===== src/rtl/perf_pkg.sv =====
// Shared constants and helpers for the performance-monitor bank.
package perf_pkg;

    // Overflow behaviour selectors for a counter cell.
    localparam int SAT_WRAP = 0;
    localparam int SAT_HOLD = 1;

    // Default counter width for every counter in the bank.
    localparam int CNT_W_DEFAULT = 32;

    // Width of a select field addressing n event channels plus the cycle counter.
    function automatic int sel_w(input int n);
        return $clog2(n + 1);
    endfunction

endpackage


===== src/rtl/perf_counter_cell.sv =====
// One unsigned counter with a sticky overflow flag and a synchronous clear.
module perf_counter_cell
    import perf_pkg::*;
#(
    parameter int CNT_W    = CNT_W_DEFAULT,
    parameter int SAT_MODE = SAT_WRAP
) (
    input  logic             clk_i,
    input  logic             rst_i,
    input  logic             clr_i,
    input  logic             inc_i,
    output logic [CNT_W-1:0] cnt_o,
    output logic             ovf_o
);

    logic [CNT_W-1:0] cnt_q, cnt_d;
    logic             ovf_q, ovf_d;

    // Next count: clear wins over increment; an increment from all-ones wraps or holds and flags overflow.
    always_comb begin
        cnt_d = cnt_q;
        ovf_d = ovf_q;
        if (clr_i) begin
            cnt_d = '0;
            ovf_d = 1'b0;
        end else if (inc_i) begin
            if (&cnt_q) begin
                ovf_d = 1'b1;
                cnt_d = (SAT_MODE == SAT_HOLD) ? cnt_q : '0;
            end else begin
                cnt_d = cnt_q + 1'b1;
            end
        end
    end

    // Counter and flag registers, discarded immediately on reset.
    always_ff @(posedge clk_i or posedge rst_i) begin
        if (rst_i) begin
            cnt_q <= '0;
            ovf_q <= 1'b0;
        end else begin
            cnt_q <= cnt_d;
            ovf_q <= ovf_d;
        end
    end

    assign cnt_o = cnt_q;
    assign ovf_o = ovf_q;

endmodule


===== src/rtl/perf_event_counters.sv =====
// Performance-monitor bank: cycle counter plus NUM_CH event counters,
// cycle-limit freeze, snapshot shadow bank and a registered read port.
module perf_event_counters
    import perf_pkg::*;
#(
    parameter int NUM_CH   = 4,
    parameter int CNT_W    = CNT_W_DEFAULT,
    parameter int SAT_MODE = SAT_WRAP
) (
    input  logic                      clk_i,
    input  logic                      rst_i,
    input  logic                      enable_i,
    input  logic                      clear_i,
    input  logic [NUM_CH-1:0]         event_i,
    input  logic [CNT_W-1:0]          limit_i,
    input  logic                      snapshot_i,
    input  logic [sel_w(NUM_CH)-1:0]  rd_sel_i,
    output logic [CNT_W-1:0]          rd_data_o,
    output logic                      snap_valid_o,
    output logic [NUM_CH:0]           ovf_o,
    output logic                      done_o
);

    // Index 0 is the cycle counter, index k is event channel k-1.
    localparam int NCNT = NUM_CH + 1;

    logic             run;
    logic             limit_hit;
    logic [NCNT-1:0]  inc;
    logic [CNT_W-1:0] live [NCNT];

    logic             done_q, done_d;
    logic             snap_valid_q, snap_valid_d;
    logic [CNT_W-1:0] shadow_q [NCNT];
    logic [CNT_W-1:0] shadow_d [NCNT];
    logic [CNT_W-1:0] rd_data_q, rd_data_d;

    assign run       = enable_i & ~done_q;
    assign inc       = {event_i & {NUM_CH{run}}, run};
    // The edge that takes the cycle counter to limit_i is the freezing edge; its events still count.
    assign limit_hit = run && (limit_i != '0) && (live[0] == limit_i - 1'b1);

    for (genvar g = 0; g < NCNT; g++) begin : g_cell
        perf_counter_cell #(
            .CNT_W    (CNT_W),
            .SAT_MODE (SAT_MODE)
        ) u_cell (
            .clk_i (clk_i),
            .rst_i (rst_i),
            .clr_i (clear_i),
            .inc_i (inc[g]),
            .cnt_o (live[g]),
            .ovf_o (ovf_o[g])
        );
    end

    // Control and shadow/read next state; shadows capture pre-edge live values and ignore clear.
    always_comb begin
        done_d       = done_q;
        snap_valid_d = snapshot_i;
        shadow_d     = shadow_q;
        rd_data_d    = '0;
        if (clear_i) begin
            done_d = 1'b0;
        end else if (limit_hit) begin
            done_d = 1'b1;
        end
        if (snapshot_i) begin
            shadow_d = live;
        end
        if (int'(rd_sel_i) <= NUM_CH) begin
            rd_data_d = shadow_q[rd_sel_i];
        end
    end

    // Bank-level registers, all discarded immediately on reset.
    always_ff @(posedge clk_i or posedge rst_i) begin
        if (rst_i) begin
            done_q       <= 1'b0;
            snap_valid_q <= 1'b0;
            shadow_q     <= '{default: '0};
            rd_data_q    <= '0;
        end else begin
            done_q       <= done_d;
            snap_valid_q <= snap_valid_d;
            shadow_q     <= shadow_d;
            rd_data_q    <= rd_data_d;
        end
    end

    assign done_o       = done_q;
    assign snap_valid_o = snap_valid_q;
    assign rd_data_o    = rd_data_q;

endmodule


===== config.mk =====
export PLATFORM = sky130hd
export DESIGN_NAME = perf_event_counters
export DESIGN_NICKNAME = d
export VERILOG_FILES = /design/src/rtl/perf_pkg.sv /design/src/rtl/perf_counter_cell.sv /design/src/rtl/perf_event_counters.sv
export SDC_FILE = /design/constraint.sdc
export NUM_CORES = 1
export LEC_CHECK = 0
export CAP_MARGIN = 10
export CORE_MARGIN = 2
export CORE_UTILIZATION = 45
export DETAILED_ROUTE_END_ITERATION = 6
export HOLD_SLACK_MARGIN = 0.06
export PLACE_DENSITY = 0.65
export SYNTH_ARGS = -nofsm -noshare
export SYNTH_HDL_FRONTEND = slang
export SYNTH_SLANG_ARGS = --single-unit

===== constraint.sdc =====
create_clock -name clk_i -period 12.95 [get_ports clk_i]
set_input_delay 3.885 -clock clk_i [delete_from_list [all_inputs] [get_ports clk_i]]
set_output_delay 3.885 -clock clk_i [all_outputs]
set_load 0.01 [all_outputs]

# Yosys cells after proc, flatten, opt, wreduce, memory -nomap -nowiden
# Cells that the tools add are included.
# totals
regBits	359
latchBits	0
ram_bits	0
mem_bits_ro	0
input_bits	44
out_inout_bits	39
word_cells	91
memories	0
# op_classes
n_addsub	6
n_mul	0
div_mod_pow	0
order_cmp	2
eq_ne	1
shift	0
muxes	36
bitwise	4
n_reduce_logical	24
# op_table
operator	count
$mux 32	18
$add 32x1->32 const B	5
$reduce_and 32->1	5
$bmux 32 s3	1
$eq 32x32->1	1
$reduce_bool 32->1	1
$sub 32x1->32 const B	1
$reduce_bool 2->1	11
$mux 1	17
$reduce_and 2->1	5
$and 4x4->4	1
$ge 4x4->1 const B	1
$not 3->4	1
$le 3x3->1 const B	1
$logic_and 1x1->1	2
$and 1x1->1	1
$not 1->1	1

# Depth between registers and ports, before layout
# Gate-level depths: netlist (run 1).
# logic_depth
depth_word	6
ltp_mapped	10
mapped_depth_nobuf	9

# Modules after synthesis
# Synthesis (run 1) repeated with hierarchy kept, for this count alone.
# hier_totals
hier_cells	1601
area_unflattened_um2	18232.5
# by_module_without_submodules
module	instances	cells_each	area_per_inst_um2	seq_area_each_um2
perf_event_counters	1	684	9126.3	4854.7
perf_counter_cell (g_cell[0].u_cell ...)	4	181	1826.8	825.8
perf_counter_cell (g_cell[2].u_cell)	1	193	1799.2	825.8

# Least setup slack after synthesis (run 1)
# OpenSTA, ideal clock, no wires.
# synth_timing
path_type	in2reg
start	input limit_i[0]
end	register done_q, in the netlist done_o
arrival_ns	6.107
path_slack_ns	6.768
cell_stages	10
n_path_buf	1
path_cell_list	inv_1 ha_1 or4b_4 or4_1 buf_2 xnor2_1 a31oi_1 o2111ai_1 a2111o_1 o2bb2ai_2
# synth_via
elab_chain_len	4
elab_cells_between_ends	6
classes_between	1 x add/sub; 1 x eq/ne; 4 x reduce/logical
# synth_rtl
element	line_no	source
from (decl)	perf_event_counters.sv:15	input logic [CNT_W-1:0] limit_i,
$sub 32x1->32 / $reduce_bool 32->1 (equally long branches)	perf_event_counters.sv:41	assign limit_hit = run && (limit_i != '0) && (live[0] == limit_i - 1'b1);
$eq 32x32->1 / $logic_and 1x1->1 (equally long branches)	perf_event_counters.sv:41	
$logic_and 1x1->1 (*)	perf_event_counters.sv:41	
$reduce_bool 2->1 (no line) (*)	-	
to (signal assigned)	perf_event_counters.sv:84	done_q <= done_d;
to (decl)	perf_event_counters.sv:32	logic done_q, done_d;
# Mark *: on every way between the ends. The rest lies on a longest branch, timed or not.
# A chain may end at the register's enable or synchronous reset.

# Worst setup path after layout (run 1)
# layout_timing
start	input enable_i
end	register g_cell[1].u_cell.cnt_q[31]
# layout_via
elab_chain_len	3
# layout_rtl
element	line_no	source
from (decl)	perf_event_counters.sv:12	input logic enable_i,
$and 1x1->1	perf_event_counters.sv:38	assign run = enable_i & ~done_q;
$and 4x4->4	perf_event_counters.sv:39	assign inc = {event_i & {NUM_CH{run}}, run};
$reduce_bool 2->1 (no line)	-	
to (signal assigned)	perf_counter_cell.sv:42	cnt_q <= cnt_d;
to (decl)	perf_counter_cell.sv:16	logic [CNT_W-1:0] cnt_q, cnt_d;
# Every way passes these cells.

==> results of run 1 <==
## worst paths after layout
kind	slack, ps	cells past startpoint	end
worst max register to register	9570	7	g_cell[1].u_cell.cnt_o[31]
worst max-delay path	6140	8	g_cell[1].u_cell.cnt_o[31]
min in group asynchronous	3890	2	g_cell[4].u_cell.cnt_o[21]
worst min-delay path	480	2	rd_data_o[19]
worst min register to register	480	2	rd_data_o[19]
max in group asynchronous	6780	4	shadow_q[120]
## flip-flops by register name, indices dropped and copies added (netlist names)
| signal | flops |
|---|---|
| g_cell.u_cell.cnt_o | 160 |
| shadow_q | 160 |
| snap_valid_o | 1 |
| g_cell.u_cell.ovf_o | 5 |
| done_o | 1 |
| rd_data_o | 32 |
## per-stage QoR
stage / cells / hold WS [ps] / power [mW] / setup slack (ps) / instance area, µm²
after detailed placement: 2117 / 468 / 1.28 / 5660 / 18600
final: 2184 / 477 / 2.37 / 6140 / 19900
after global routing: 2184 / 502 / 2.45 / 5910 / 19900
after global placement: 2117 / 466 / 1.28 / 5670 / 18600
after CTS: 2184 / 481 / 2.39 / 6210 / 19900
after floorplan: 1577 / 446 / 1.24 / 4250 / 17400
## cells in the mapped netlist, types with 6 or more instances
| library cell | n |
|---|---|
| sky130_fd_sc_hd__or4_1 | 10 |
| sky130_fd_sc_hd__or3_1 | 19 |
| sky130_fd_sc_hd__nand3_1 | 69 |
| sky130_fd_sc_hd__a21oi_1 | 19 |
| sky130_fd_sc_hd__inv_1 | 51 |
| sky130_fd_sc_hd__mux4_2 | 32 |
| sky130_fd_sc_hd__and3_1 | 21 |
| sky130_fd_sc_hd__o21ai_0 | 71 |
| sky130_fd_sc_hd__o211ai_1 | 6 |
| sky130_fd_sc_hd__buf_4 | 14 |
| sky130_fd_sc_hd__clkbuf_1 | 46 |
| sky130_fd_sc_hd__nor4_1 | 16 |
| sky130_fd_sc_hd__o31ai_1 | 9 |
| sky130_fd_sc_hd__nand4_1 | 39 |
| sky130_fd_sc_hd__nor3_1 | 34 |
| sky130_fd_sc_hd__ha_1 | 7 |
| sky130_fd_sc_hd__nor2b_1 | 12 |
| sky130_fd_sc_hd__dfrtp_1 | 359 |
| sky130_fd_sc_hd__and4_1 | 11 |
| sky130_fd_sc_hd__mux2_2 | 161 |
| sky130_fd_sc_hd__nand2_1 | 130 |
| sky130_fd_sc_hd__xor2_1 | 98 |
| sky130_fd_sc_hd__nor2_1 | 184 |
| sky130_fd_sc_hd__or2_2 | 7 |
| sky130_fd_sc_hd__xnor2_1 | 67 |
## power groups by stage
stage                     Sequential [mW]  Combinational [mW]  Clock [mW]
final                                1.13               0.127        1.11
after global routing                 1.13               0.140        1.17
after CTS                            1.13               0.129        1.13
after detailed placement             1.15               0.129           0
after global placement               1.15               0.128           0
after floorplan                      1.15              0.0840           0
## cells by family (layout without fill, tap and decap cells)
kind of cell / Yosys count / in the layout / synth area share, %
XOR/XNOR: 165 / 165 / 8.30
AND/OR/NAND/NOR: 591 / 591 / 16.9
flip-flops: 359 / 359 / 51.6
AO/OA/AOI/OAI: 137 / 137 / 4.92
multiplexers: 195 / 195 / 14.7
adder cells (fa/ha/maj): 7 / 7 / 0.503
buffers and inverters: 123 / 212 / 3.13
## critical path: stages
cell and delay, ps:
sky130_fd_sc_hd__clkdlybuf4s50_1 600, sky130_fd_sc_hd__nor2b_1 700, sky130_fd_sc_hd__and2_0 460, sky130_fd_sc_hd__nor2_1 230
sky130_fd_sc_hd__nor4_1 840, sky130_fd_sc_hd__nand3_1 210, sky130_fd_sc_hd__xor2_1 190, sky130_fd_sc_hd__nor2_1 60
## final cells by class
type,instances,area (µm²),area share [%]
clock buffer,59,1180,5.94
clock inverter,8,108,0.540
inverter,52,199,0.999
multi-input combinational,1095,7890,39.6
sequential,359,8980,45.1
tap,518,648,3.25
timing repair buffer,93,912,4.58
## per-layer routing
metal | track usage (%) | wire [µm] | part of all wire, %
met2 | 35.7 | 20600 | 47
met5 | 0 | 0 | 0
met3 | 3.05 | 2020 | 4.6
met4 | 5.40 | 956 | 2.2
met1 | 31.0 | 19900 | 46
==> flow_summary.html, run 1 <==
<table>
<tr><th>Metric</th><th>Value</th></tr>
<tr><th colspan="2">GRT</th></tr>
<tr><td>First-pass GRT wire length</td><td>69,400 µm</td></tr>
<tr><td>Largest net degree at the start of global routing</td><td>163</td></tr>
<tr><td>Number of global-route vias before repair</td><td>12,100</td></tr>
<tr><td>Aggregate global-route resource usage</td><td>21.8%</td></tr>
<tr><td>Initial antenna violation count</td><td>1</td></tr>
<tr><td>Total overflow reported by the global router</td><td>0</td></tr>
<tr><th colspan="2">Synth</th></tr>
<tr><td>Most frequently used flop master after synthesis</td><td>sky130_fd_sc_hd__dfrtp_1</td></tr>
<tr><td>Cell types with the largest area share after synthesis</td><td>sky130_fd_sc_hd__dfrtp_1 52%, sky130_fd_sc_hd__mux2_2 10%, sky130_fd_sc_hd__xor2_1 4.9%, sky130_fd_sc_hd__mux4_2 4.1%, sky130_fd_sc_hd__nor2_1 4.0%</td></tr>
<tr><td>Syn_nets</td><td>1,628</td></tr>
<tr><td>Cell accounting for the most synthesized area</td><td>sky130_fd_sc_hd__dfrtp_1</td></tr>
<tr><td>Number of storage elements in the synthesis netlist</td><td>359</td></tr>
<tr><td>Synth warn</td><td>0</td></tr>
<tr><td>Top-area cell type share of the netlist area</td><td>51.6%</td></tr>
<tr><td>Mean instance size in the synthesized netlist</td><td>11.0 µm²</td></tr>
<tr><td>Distinct cell type count after synthesis</td><td>75</td></tr>
<tr><td>Portion of the post-synthesis area used by sequential elements</td><td>51.6%</td></tr>
<tr><td>Number of synthesized flops with an enable pin</td><td>0</td></tr>
<tr><td>Async SR Flop Fraction</td><td>100%</td></tr>
<tr><td>Synthesized area</td><td>17,400 µm²</td></tr>
<tr><td>Instance count of the mapped netlist</td><td>1,577</td></tr>
<tr><th colspan="2">Cells and area</th></tr>
<tr><td>Synthesis-to-finish area growth</td><td>14.4%</td></tr>
<tr><td>Most frequent standard cell in the layout excluding fill and tap cells</td><td>sky130_fd_sc_hd__dfrtp_1</td></tr>
<tr><td>Count of inserted antenna diode cells</td><td>0</td></tr>
<tr><td>Commonest non-fill, non-tap cells in the layout</td><td>359 x sky130_fd_sc_hd__dfrtp_1, 184 x sky130_fd_sc_hd__nor2_1, 161 x sky130_fd_sc_hd__mux2_2, 130 x sky130_fd_sc_hd__nand2_1, 98 x sky130_fd_sc_hd__xor2_1</td></tr>
<tr><td>Fill cells</td><td>3,381</td></tr>
<tr><td>Post-layout utilization of the core</td><td>51.9%</td></tr>
<tr><td>Number of nets at the end of the flow</td><td>1,691</td></tr>
<tr><td>Fraction of layout cells with a size suffix above 1</td><td>17.8%</td></tr>
<tr><th colspan="2">Hold path</th></tr>
<tr><td>Worst hold-check path type</td><td>reg2reg</td></tr>
<tr><td>Source of the worst hold timing path</td><td>shadow_q[19]</td></tr>
<tr><th colspan="2">Run status</th></tr>
<tr><td>Outcome</td><td>finished clean</td></tr>
<tr><th colspan="2">Pwr</th></tr>
<tr><td>Internal power contribution</td><td>1.84 mW</td></tr>
<tr><td>Psw</td><td>0.529 mW</td></tr>
<tr><td>Leakage Power</td><td>8.74 nW</td></tr>
<tr><td>Relative contribution of the clock network to total power</td><td>46.8%</td></tr>
<tr><td>Cell Pwr Density</td><td>119 nW/µm²</td></tr>
<tr><td>Share of total power in combinational logic</td><td>5.4%</td></tr>
<tr><td>Largest voltage drop on the vdd net</td><td>0.0000764 V</td></tr>
<tr><td>Switching part of the total power</td><td>22.3%</td></tr>
<tr><td>Sequential cell fraction of total power</td><td>47.8%</td></tr>
<tr><th colspan="2">Run</th></tr>
<tr><td>Max-capacitance violation count</td><td>0</td></tr>
<tr><th colspan="2">STA</th></tr>
<tr><td>Largest clock skew in the final design</td><td>22.6 ps</td></tr>
<tr><td>Total Negative Setup Slacks</td><td>0 ps</td></tr>
<tr><td>Count of endpoints failing setup in the final report</td><td>0</td></tr>
<tr><td>Headroom to the max-slew limit</td><td>21.4%</td></tr>
<tr><td>Actual slew at the worst max-slew pin</td><td>1180 ps</td></tr>
<tr><td>RSZ-0062 raised after global routing</td><td>false</td></tr>
<tr><td>Post-layout minimum cycle time</td><td>6810 ps</td></tr>
<tr><td>Final Slew Violations</td><td>0</td></tr>
<tr><td>Highest clock frequency the design can meet</td><td>147 MHz</td></tr>
<tr><td>Final Cycle Share</td><td>52.6%</td></tr>
<tr><td>Hold Vio Cnt, Final</td><td>0</td></tr>
<tr><th colspan="2">Floorplan</th></tr>
<tr><td>Site Rows</td><td>72</td></tr>
<tr><td>Die boundary width</td><td>201 µm</td></tr>
<tr><td>Placeable Area</td><td>38,400 µm²</td></tr>
<tr><td>Height of the chip</td><td>201 µm</td></tr>
<tr><td>Die area</td><td>40,300 µm²</td></tr>
<tr><td>I/O pin count</td><td>83</td></tr>
<tr><td>Initial standard-cell utilization of the core</td><td>45.4%</td></tr>
<tr><th colspan="2">CTS</th></tr>
<tr><td>H-tree depth</td><td>2</td></tr>
<tr><td>Post-CTS clock slew at the launch and capture registers of the worst setup and hold paths</td><td>60 ps</td></tr>
<tr><td>Total of hold buffers inserted after clock tree synthesis</td><td>0</td></tr>
<tr><td>Root buffer selected by CTS</td><td>sky130_fd_sc_hd__clkbuf_16</td></tr>
<tr><td>Buffer count from post-CTS setup fixing</td><td>0</td></tr>
<tr><td>Num CTS Buffers</td><td>39</td></tr>
<tr><td>Largest buffer count on any clock path</td><td>3</td></tr>
<tr><td>CTS tree</td><td>built</td></tr>
<tr><td>Clk sink count</td><td>359</td></tr>
<tr><td>Number of gates resized after cts</td><td>0</td></tr>
<tr><td>Skew-Pair Late Insertion Delay</td><td>530 ps</td></tr>
<tr><th colspan="2">Drt</th></tr>
<tr><td>Total DRC errors in the routed layout</td><td>0</td></tr>
<tr><td>Vias</td><td>12,200</td></tr>
<tr><td>Via density</td><td>5.60</td></tr>
<tr><td>Average routed wire per standard cell</td><td>19.9 µm</td></tr>
<tr><td>Total Wirelength</td><td>43,500 µm</td></tr>
<tr><td>Drt pass-1 iters</td><td>6</td></tr>
<tr><td>Number of DRC violations after detailed-routing iteration 0</td><td>973</td></tr>
<tr><td>Number of routed nets with antenna violations</td><td>0</td></tr>
<tr><th colspan="2">Critical path</th></tr>
<tr><td>Worst setup EP type</td><td>flop</td></tr>
<tr><td>WS Path Type</td><td>in2reg</td></tr>
<tr><td>Startpoint type of the worst setup path</td><td>input pin</td></tr>
<tr><td>First element of the critical path</td><td>enable_i</td></tr>
<tr><td>RR Startpoint</td><td>done_o</td></tr>
<tr><td>Required time reported for the critical path endpoint</td><td>13,320 ps</td></tr>
<tr><td>Endpoint arrival time on the critical path</td><td>7180 ps</td></tr>
<tr><td>Biggest fanout along the worst timing path</td><td>9</td></tr>
<tr><th colspan="2">Placed design</th></tr>
<tr><td>Half-perimeter wire length after placement</td><td>31,000 µm</td></tr>
<tr><td>Number of input and output port buffers inserted</td><td>82</td></tr>
<tr><td>Final weighted congestion of routability-driven global placement</td><td>0.866</td></tr>
</table>
Power figures use the tool's default switching activity.
==> inputs of run 2 (changes only) <==
==> constraint.sdc (replaced) <==
create_clock -name clk_i -period 5.65 [get_ports clk_i]
set_input_delay 1.695 -clock clk_i [delete_from_list [all_inputs] [get_ports clk_i]]
set_output_delay 1.695 -clock clk_i [all_outputs]
set_load 0.01 [all_outputs]
==> run 2 against run 1 <==
  * Register-to-register slack worse by 7100 ps
  * Largest power group unchanged
  * Sequential share of layout area up 0.099 points
  * Utilization down 0.11 points
  * Cell count up 0.37%
  * Highest routed layer is now met5
  * Design area down 0.22%
  * Sequential cell count unchanged
  * First-iteration DRC count down 0.92%
  * Combinational power up 130%
  * Die area unchanged
  * Hold slack better by 8.4 ps
  * Clock-buffer cell count up 1
  * Global-route usage down 0.21 points
==> flow_summary.html, run 2 (synthesis gave the netlist of run 1 again) <==
<table>
<tr><th>Metric</th><th>Value</th></tr>
<tr><th colspan="2">GRT</th></tr>
<tr><td>Aggregate global-route resource usage</td><td>21.6% (-0.21 points)</td></tr>
<tr><td>Largest net degree at the start of global routing</td><td>157 (-3.7%)</td></tr>
<tr><td>Total overflow reported by the global router</td><td>0 (unchanged)</td></tr>
<tr><td>First-pass GRT wire length</td><td>68,900 µm (-0.75%)</td></tr>
<tr><td>Number of global-route vias before repair</td><td>12,000 (-0.81%)</td></tr>
<tr><td>Initial antenna violation count</td><td>1 (unchanged)</td></tr>
<tr><th colspan="2">Drt</th></tr>
<tr><td>Average routed wire per standard cell</td><td>19.7 µm (-0.87%)</td></tr>
<tr><td>Drt pass-1 iters</td><td>6 (unchanged)</td></tr>
<tr><td>Number of routed nets with antenna violations</td><td>0 (unchanged)</td></tr>
<tr><td>Via density</td><td>5.63 (+0.42%)</td></tr>
<tr><td>Vias</td><td>12,300 (+0.79%)</td></tr>
<tr><td>Total Wirelength</td><td>43,200 µm (-0.51%)</td></tr>
<tr><td>Number of DRC violations after detailed-routing iteration 0</td><td>964 (-0.92%)</td></tr>
<tr><td>Total DRC errors in the routed layout</td><td>0 (unchanged)</td></tr>
<tr><th colspan="2">Cells and area</th></tr>
<tr><td>Count of inserted antenna diode cells</td><td>0 (unchanged)</td></tr>
<tr><td>Most frequent standard cell in the layout excluding fill and tap cells</td><td>sky130_fd_sc_hd__dfrtp_1</td></tr>
<tr><td>Commonest non-fill, non-tap cells in the layout</td><td>359 x sky130_fd_sc_hd__dfrtp_1, 184 x sky130_fd_sc_hd__nor2_1, 161 x sky130_fd_sc_hd__mux2_2, 130 x sky130_fd_sc_hd__nand2_1, 98 x sky130_fd_sc_hd__xor2_1</td></tr>
<tr><td>Synthesis-to-finish area growth</td><td>14.2%</td></tr>
<tr><td>Fraction of layout cells with a size suffix above 1</td><td>17.7% (-0.025 points)</td></tr>
<tr><td>Post-layout utilization of the core</td><td>51.8% (-0.11 points)</td></tr>
<tr><td>Number of non-filler instances in the completed layout</td><td>2,192 (+0.37%)</td></tr>
<tr><td>Number of nets at the end of the flow</td><td>1,699 (+0.47%)</td></tr>
<tr><th colspan="2">Pwr</th></tr>
<tr><td>Largest voltage drop on the vdd net</td><td>0.000167 V (+120%)</td></tr>
<tr><td>Leakage Power</td><td>8.71 nW (-0.24%)</td></tr>
<tr><td>Cell Pwr Density</td><td>264 nW/µm² (+120%)</td></tr>
<tr><th colspan="2">Critical path</th></tr>
<tr><td>Biggest fanout along the worst timing path</td><td>6 (-3)</td></tr>
<tr><td>Startpoint type of the worst setup path</td><td>input pin</td></tr>
<tr><td>Register-to-register setup slack</td><td>2470 ps (-7100 ps)</td></tr>
<tr><td>Endpoint arrival time on the critical path</td><td>4750 ps (-2430 ps)</td></tr>
<tr><td>WS Path Type</td><td>in2reg</td></tr>
<tr><td>Worst setup EP type</td><td>flop</td></tr>
<tr><td>Required time reported for the critical path endpoint</td><td>6100 ps (-7220 ps)</td></tr>
<tr><th colspan="2">CTS</th></tr>
<tr><td>Total of hold buffers inserted after clock tree synthesis</td><td>0 (unchanged)</td></tr>
<tr><td>Root buffer selected by CTS</td><td>sky130_fd_sc_hd__clkbuf_16</td></tr>
<tr><td>Number of gates resized after cts</td><td>0 (unchanged)</td></tr>
<tr><td>Post-CTS clock slew at the launch and capture registers of the worst setup and hold paths</td><td>60 ps (about the same)</td></tr>
<tr><td>Largest buffer count on any clock path</td><td>3 (unchanged)</td></tr>
<tr><td>CTS tree</td><td>built</td></tr>
<tr><td>Buffer count from post-CTS setup fixing</td><td>0 (unchanged)</td></tr>
<tr><td>H-tree depth</td><td>2 (unchanged)</td></tr>
<tr><td>Clk sink count</td><td>359 (unchanged)</td></tr>
<tr><td>Skew-Pair Late Insertion Delay</td><td>530 ps (about the same)</td></tr>
<tr><td>Num CTS Buffers</td><td>38 (-2.6%)</td></tr>
<tr><th colspan="2">Floorplan</th></tr>
<tr><td>Placeable Area</td><td>38,400 µm² (unchanged)</td></tr>
<tr><td>Die boundary width</td><td>201 µm (unchanged)</td></tr>
<tr><td>Site Rows</td><td>72 (unchanged)</td></tr>
<tr><td>Initial standard-cell utilization of the core</td><td>45.4% (unchanged)</td></tr>
<tr><td>I/O pin count</td><td>83 (unchanged)</td></tr>
<tr><td>Height of the chip</td><td>201 µm (unchanged)</td></tr>
<tr><td>Die area</td><td>40,300 µm² (unchanged)</td></tr>
<tr><th colspan="2">STA</th></tr>
<tr><td>Highest clock frequency the design can meet</td><td>232 MHz</td></tr>
<tr><td>Headroom to the max-slew limit</td><td>24.1% (+2.8 points)</td></tr>
<tr><td>Actual slew at the worst max-slew pin</td><td>1130 ps (-43.2 ps)</td></tr>
<tr><td>Largest clock skew in the final design</td><td>20.8 ps (-1.83 ps)</td></tr>
<tr><td>Post-layout minimum cycle time</td><td>4310 ps</td></tr>
<tr><td>Final Cycle Share</td><td>76.2%</td></tr>
<tr><td>RSZ-0062 raised after global routing</td><td>false</td></tr>
<tr><td>Final Slew Violations</td><td>0 (unchanged)</td></tr>
<tr><td>Hold Vio Cnt, Final</td><td>0 (unchanged)</td></tr>
<tr><td>Count of endpoints failing setup in the final report</td><td>0 (unchanged)</td></tr>
<tr><th colspan="2">Hold path</th></tr>
<tr><td>Worst hold-check path type</td><td>reg2reg</td></tr>
<tr><th colspan="2">Placed design</th></tr>
<tr><td>Number of input and output port buffers inserted</td><td>82 (unchanged)</td></tr>
<tr><td>Placed instance count</td><td>2,126 (+0.43%)</td></tr>
<tr><td>Half-perimeter wire length after placement</td><td>31,000 µm (about the same)</td></tr>
<tr><td>Final weighted congestion of routability-driven global placement</td><td>0.870 (+0.42%)</td></tr>
<tr><th colspan="2">Run status</th></tr>
<tr><td>Outcome</td><td>finished clean</td></tr>
<tr><th colspan="2">Run</th></tr>
<tr><td>Max-capacitance violation count</td><td>0 (unchanged)</td></tr>
</table>
==> run 2: changes by cell type in the layout (fill, tap and decap cells not counted), sizes merged <==
cell | before | now
buf | 13 | 22
bufinv | 2 | 0
clkbuf | 59 | 60
clkinv | 5 | 4
clkinvlp | 2 | 3
==> run 2: path summary, 6_finish.rpt <==
path	start	end	cells after the start
worst min-delay path	shadow_q[20]	rd_data_o[20]	2
worst max-delay path	limit_i[0]	done_o	10
max in group asynchronous	rst_i	g_cell[3].u_cell.cnt_o[3]	3
worst max register to register	g_cell[2].u_cell.cnt_o[7]	g_cell[2].u_cell.cnt_o[24]	6
worst min register to register	shadow_q[20]	rd_data_o[20]	2
min in group asynchronous	rst_i	g_cell[4].u_cell.cnt_o[27]	2
==> run 2: through the flow <==
stage	hold WS [ps]	TNS [ps]	instance area, µm²	power [mW]	worst slack, ps
final	486	0	19900	5.24	1340
after CTS	489	0	19900	5.30	1370
after detailed placement	475	0	18700	2.94	834
after floorplan	446	-307770	17400	2.83	-857
after global routing	516	0	19900	5.44	1160
after global placement	466	0	18700	2.94	910
==> run 2: cell type report <==
type                       count  area [µm²]
inverter                      52         199
fill                        3395       18500
multi-input combinational   1095        7890
clock inverter                 6        38.8
sequential                   359        8980
clock buffer                  60        1110
timing repair buffer         102        1000
tap                          518         648
==> run 2: routing by layer <==
layer | GRT usage (%) | wire [µm]
met3 | 3.13 | 2300
met2 | 34.7 | 20200
met1 | 31.1 | 19800
met5 | 0 | 11
met4 | 5.32 | 895
==> run 2: power by group <==
part | internal (mW) | total (mW) | switching [mW]
Sequential | 2.59 | 2.60 | 0.0131
Clock | 1.35 | 2.35 | 0.998
Combinational | 0.105 | 0.297 | 0.191
==> run 2: critical path: stages <==
cell                              delay, ps
sky130_fd_sc_hd__clkdlybuf4s50_1        630
sky130_fd_sc_hd__inv_1                  110
sky130_fd_sc_hd__ha_1                   340
sky130_fd_sc_hd__xnor2_1                130
sky130_fd_sc_hd__nor4_1                 320
sky130_fd_sc_hd__nand3_1                130
sky130_fd_sc_hd__a2111oi_0              670
sky130_fd_sc_hd__nand4_1                220
sky130_fd_sc_hd__a2111o_1               400
sky130_fd_sc_hd__o2bb2ai_2              110
==> inputs of run 3 (changes only) <==
--- a/config.mk
+++ b/config.mk
@@ -10,7 +10,7 @@
 export CORE_UTILIZATION = 45
 export DETAILED_ROUTE_END_ITERATION = 6
 export HOLD_SLACK_MARGIN = 0.06
-export PLACE_DENSITY = 0.65
+export PLACE_DENSITY = 0.62
 export SYNTH_ARGS = -nofsm -noshare
 export SYNTH_HDL_FRONTEND = slang
 export SYNTH_SLANG_ARGS = --single-unit
==> constraint.sdc (replaced) <==
create_clock -name clk_i -period 4.2 [get_ports clk_i]
set_input_delay 1.26 -clock clk_i [delete_from_list [all_inputs] [get_ports clk_i]]
set_output_delay 1.26 -clock clk_i [all_outputs]
set_load 0.01 [all_outputs]
==> run 3 against run 2 <==
  * Critical path depth stayed put
  * Critical path type unchanged
  * First-iteration DRC count is 25% lower
  * Critical endpoint unchanged
  * Die area stayed put
  * Sequential share of layout area is 0.79 points lower
==> flow_summary.html, run 3 (synthesis gave the netlist of run 1 again) <==
<table>
<tr><th>Metric</th><th>Value</th></tr>
<tr><th colspan="2">STA</th></tr>
<tr><td>Actual slew at the worst max-slew pin</td><td>928 ps (-205 ps)</td></tr>
<tr><td>RSZ-0062 raised after global routing</td><td>false</td></tr>
<tr><td>Final Cycle Share</td><td>85.9%</td></tr>
<tr><td>Post-layout minimum cycle time</td><td>3610 ps</td></tr>
<tr><td>Final Slew Violations</td><td>0 (unchanged)</td></tr>
<tr><td>Highest clock frequency the design can meet</td><td>277 MHz</td></tr>
<tr><td>Largest clock skew in the final design</td><td>13.8 ps (-6.95 ps)</td></tr>
<tr><td>Hold Vio Cnt, Final</td><td>0 (unchanged)</td></tr>
<tr><td>Count of endpoints failing setup in the final report</td><td>0 (unchanged)</td></tr>
<tr><td>Headroom to the max-slew limit</td><td>38.1% (+14 points)</td></tr>
<tr><th colspan="2">Placed design</th></tr>
<tr><td>Final weighted congestion of routability-driven global placement</td><td>0.869 (-0.13%)</td></tr>
<tr><td>Placement-stage cell area</td><td>19,000 µm² (+1.3%)</td></tr>
<tr><td>Half-perimeter wire length after placement</td><td>31,600 µm (+2.1%)</td></tr>
<tr><td>Number of input and output port buffers inserted</td><td>82 (unchanged)</td></tr>
<tr><th colspan="2">CTS</th></tr>
<tr><td>Num CTS Buffers</td><td>39 (+2.6%)</td></tr>
<tr><td>Number of gates resized after cts</td><td>0 (unchanged)</td></tr>
<tr><td>Buffer count from post-CTS setup fixing</td><td>0 (unchanged)</td></tr>
<tr><td>Root buffer selected by CTS</td><td>sky130_fd_sc_hd__clkbuf_16</td></tr>
<tr><td>Total of hold buffers inserted after clock tree synthesis</td><td>0 (unchanged)</td></tr>
<tr><td>Skew-Pair Late Insertion Delay</td><td>520 ps (about the same)</td></tr>
<tr><td>Largest buffer count on any clock path</td><td>3 (unchanged)</td></tr>
<tr><td>Post-CTS clock slew at the launch and capture registers of the worst setup and hold paths</td><td>60 ps (about the same)</td></tr>
<tr><td>Clk sink count</td><td>359 (unchanged)</td></tr>
<tr><td>CTS tree</td><td>built</td></tr>
<tr><td>H-tree depth</td><td>2 (unchanged)</td></tr>
<tr><th colspan="2">Hold path</th></tr>
<tr><td>Worst hold-check path type</td><td>reg2reg</td></tr>
<tr><td>Hold Crit Depth</td><td>2 (unchanged)</td></tr>
<tr><td>Endpoint of the worst hold path</td><td>rd_data_o[28]</td></tr>
<tr><td>Source of the worst hold timing path</td><td>shadow_q[28]</td></tr>
<tr><th colspan="2">Run</th></tr>
<tr><td>Max-capacitance violation count</td><td>0 (unchanged)</td></tr>
<tr><th colspan="2">Pwr</th></tr>
<tr><td>Largest voltage drop on the vdd net</td><td>0.000277 V (+66%)</td></tr>
<tr><td>Leakage Power</td><td>8.92 nW (+2.4%)</td></tr>
<tr><td>Cell Pwr Density</td><td>360 nW/µm² (+36%)</td></tr>
<tr><th colspan="2">Run status</th></tr>
<tr><td>Outcome</td><td>finished clean</td></tr>
<tr><th colspan="2">Drt</th></tr>
<tr><td>Total Wirelength</td><td>43,800 µm (+1.4%)</td></tr>
<tr><td>Average routed wire per standard cell</td><td>19.8 µm (+0.24%)</td></tr>
<tr><td>Drt pass-1 iters</td><td>5 (-1)</td></tr>
<tr><td>Total DRC errors in the routed layout</td><td>0 (unchanged)</td></tr>
<tr><td>Vias</td><td>12,300 (-0.54%)</td></tr>
<tr><td>Number of routed nets with antenna violations</td><td>0 (unchanged)</td></tr>
<tr><td>Number of DRC violations after detailed-routing iteration 0</td><td>727 (-25%)</td></tr>
<tr><td>Via density</td><td>5.53 (-1.7%)</td></tr>
<tr><th colspan="2">GRT</th></tr>
<tr><td>First-pass GRT wire length</td><td>70,400 µm (+2.1%)</td></tr>
<tr><td>Aggregate global-route resource usage</td><td>22.2% (+0.52 points)</td></tr>
<tr><td>Largest net degree at the start of global routing</td><td>94 (-40%)</td></tr>
<tr><td>Initial antenna violation count</td><td>1 (unchanged)</td></tr>
<tr><td>Number of global-route vias before repair</td><td>12,100 (+0.61%)</td></tr>
<tr><td>Total overflow reported by the global router</td><td>0 (unchanged)</td></tr>
<tr><th colspan="2">Cells and area</th></tr>
<tr><td>Number of nets at the end of the flow</td><td>1,725 (+1.5%)</td></tr>
<tr><td>Synthesis-to-finish area growth</td><td>16.2%</td></tr>
<tr><td>Fraction of layout cells with a size suffix above 1</td><td>19.2% (+1.5 points)</td></tr>
<tr><td>Most frequent standard cell in the layout excluding fill and tap cells</td><td>sky130_fd_sc_hd__dfrtp_1</td></tr>
<tr><td>Fill cells</td><td>3,390 (-0.15%)</td></tr>
<tr><td>Post-layout utilization of the core</td><td>52.7% (+0.92 points)</td></tr>
<tr><td>Post-route design area</td><td>20,200 µm² (+1.8%)</td></tr>
<tr><td>Count of inserted antenna diode cells</td><td>0 (unchanged)</td></tr>
<tr><td>Commonest non-fill, non-tap cells in the layout</td><td>359 x sky130_fd_sc_hd__dfrtp_1, 184 x sky130_fd_sc_hd__nor2_1, 161 x sky130_fd_sc_hd__mux2_2, 130 x sky130_fd_sc_hd__nand2_1, 98 x sky130_fd_sc_hd__xor2_1</td></tr>
<tr><th colspan="2">Floorplan</th></tr>
<tr><td>Placeable Area</td><td>38,400 µm² (unchanged)</td></tr>
<tr><td>Die boundary width</td><td>201 µm (unchanged)</td></tr>
<tr><td>I/O pin count</td><td>83 (unchanged)</td></tr>
<tr><td>Die area</td><td>40,300 µm² (unchanged)</td></tr>
<tr><td>Site Rows</td><td>72 (unchanged)</td></tr>
<tr><td>Height of the chip</td><td>201 µm (unchanged)</td></tr>
<tr><td>Initial standard-cell utilization of the core</td><td>45.4% (unchanged)</td></tr>
<tr><th colspan="2">Critical path</th></tr>
<tr><td>First element of the critical path</td><td>limit_i[0]</td></tr>
<tr><td>Startpoint type of the worst setup path</td><td>input pin</td></tr>
<tr><td>Register-to-register setup slack</td><td>1380 ps (-1090 ps)</td></tr>
<tr><td>Cell count of the worst reg-to-reg path</td><td>8 (+2)</td></tr>
<tr><td>Worst setup EP type</td><td>flop</td></tr>
<tr><td>Biggest fanout along the worst timing path</td><td>5 (-1)</td></tr>
<tr><td>Required time reported for the critical path endpoint</td><td>4640 ps (-1460 ps)</td></tr>
<tr><td>RR Startpoint</td><td>g_cell[4].u_cell.cnt_o[0]</td></tr>
<tr><td>WS Path Type</td><td>in2reg</td></tr>
<tr><td>Worst r2r dst</td><td>g_cell[4].u_cell.cnt_o[5]</td></tr>
<tr><td>Endpoint arrival time on the critical path</td><td>4050 ps (-700 ps)</td></tr>
</table>
==> run 3: metal layers <==
| layer | GRT usage [%] | wire, µm |
|---|---|---|
| met2 | 35.1 | 20400 |
| met3 | 2.94 | 1900 |
| met4 | 5.69 | 940 |
| met5 | 0 | 0 |
| met1 | 32.4 | 20600 |
==> run 3: how the worst max path moves through the flow <==
stage	to	slack, ps	depth (start not counted)
global route	done_o	440	10
detailed placement	done_o	50	10
finish	done_o	590	10
floorplan	done_o	-1870	1
CTS	done_o	590	10
global placement	done_o	80	10
==> run 3: area by class of cell <==
class	count	area, µm²	area share, %
timing repair buffer	127	1250	6.20
multi-input combinational	1095	7890	39.0
sequential	359	8980	44.4
clock buffer	62	1200	5.96
clock inverter	5	52.6	0.260
tap	518	648	3.20
inverter	52	199	0.983
==> run 3: power breakdown <==
part	internal [mW]	switching [mW]	leakage, nW	total, mW
Sequential	3.48	0.0159	5.00	3.49
Clock	2.02	1.34	0.616	3.36
Combinational	0.160	0.265	3.30	0.424
==> run 3: critical path, cell delays in order <==
cell and delay [ps]:
sky130_fd_sc_hd__clkdlybuf4s50_1 420, sky130_fd_sc_hd__inv_1 90, sky130_fd_sc_hd__ha_1 170, sky130_fd_sc_hd__or4b_4 500, sky130_fd_sc_hd__or4_1 610, sky130_fd_sc_hd__xnor2_1 180
sky130_fd_sc_hd__a31oi_1 150, sky130_fd_sc_hd__o2111ai_1 140, sky130_fd_sc_hd__a2111o_1 410, sky130_fd_sc_hd__o2bb2ai_2 110
==> run 3: stage by stage <==
stage / hold slack (ps) / power (mW) / worst slack, ps / TNS [ps] / instances
2_1_floorplan: 446 / 3.81 / -1870 / -672150 / 1577
3_3_place_gp: 470 / 3.98 / 77.3 / 0 / 2151
3_5_place_dp: 471 / 3.99 / 47.4 / 0 / 2151
4_1_cts: 485 / 7.36 / 590 / 0 / 2218
5_1_grt: 503 / 7.54 / 444 / 0 / 2218
6_report: 483 / 7.28 / 593 / 0 / 2218
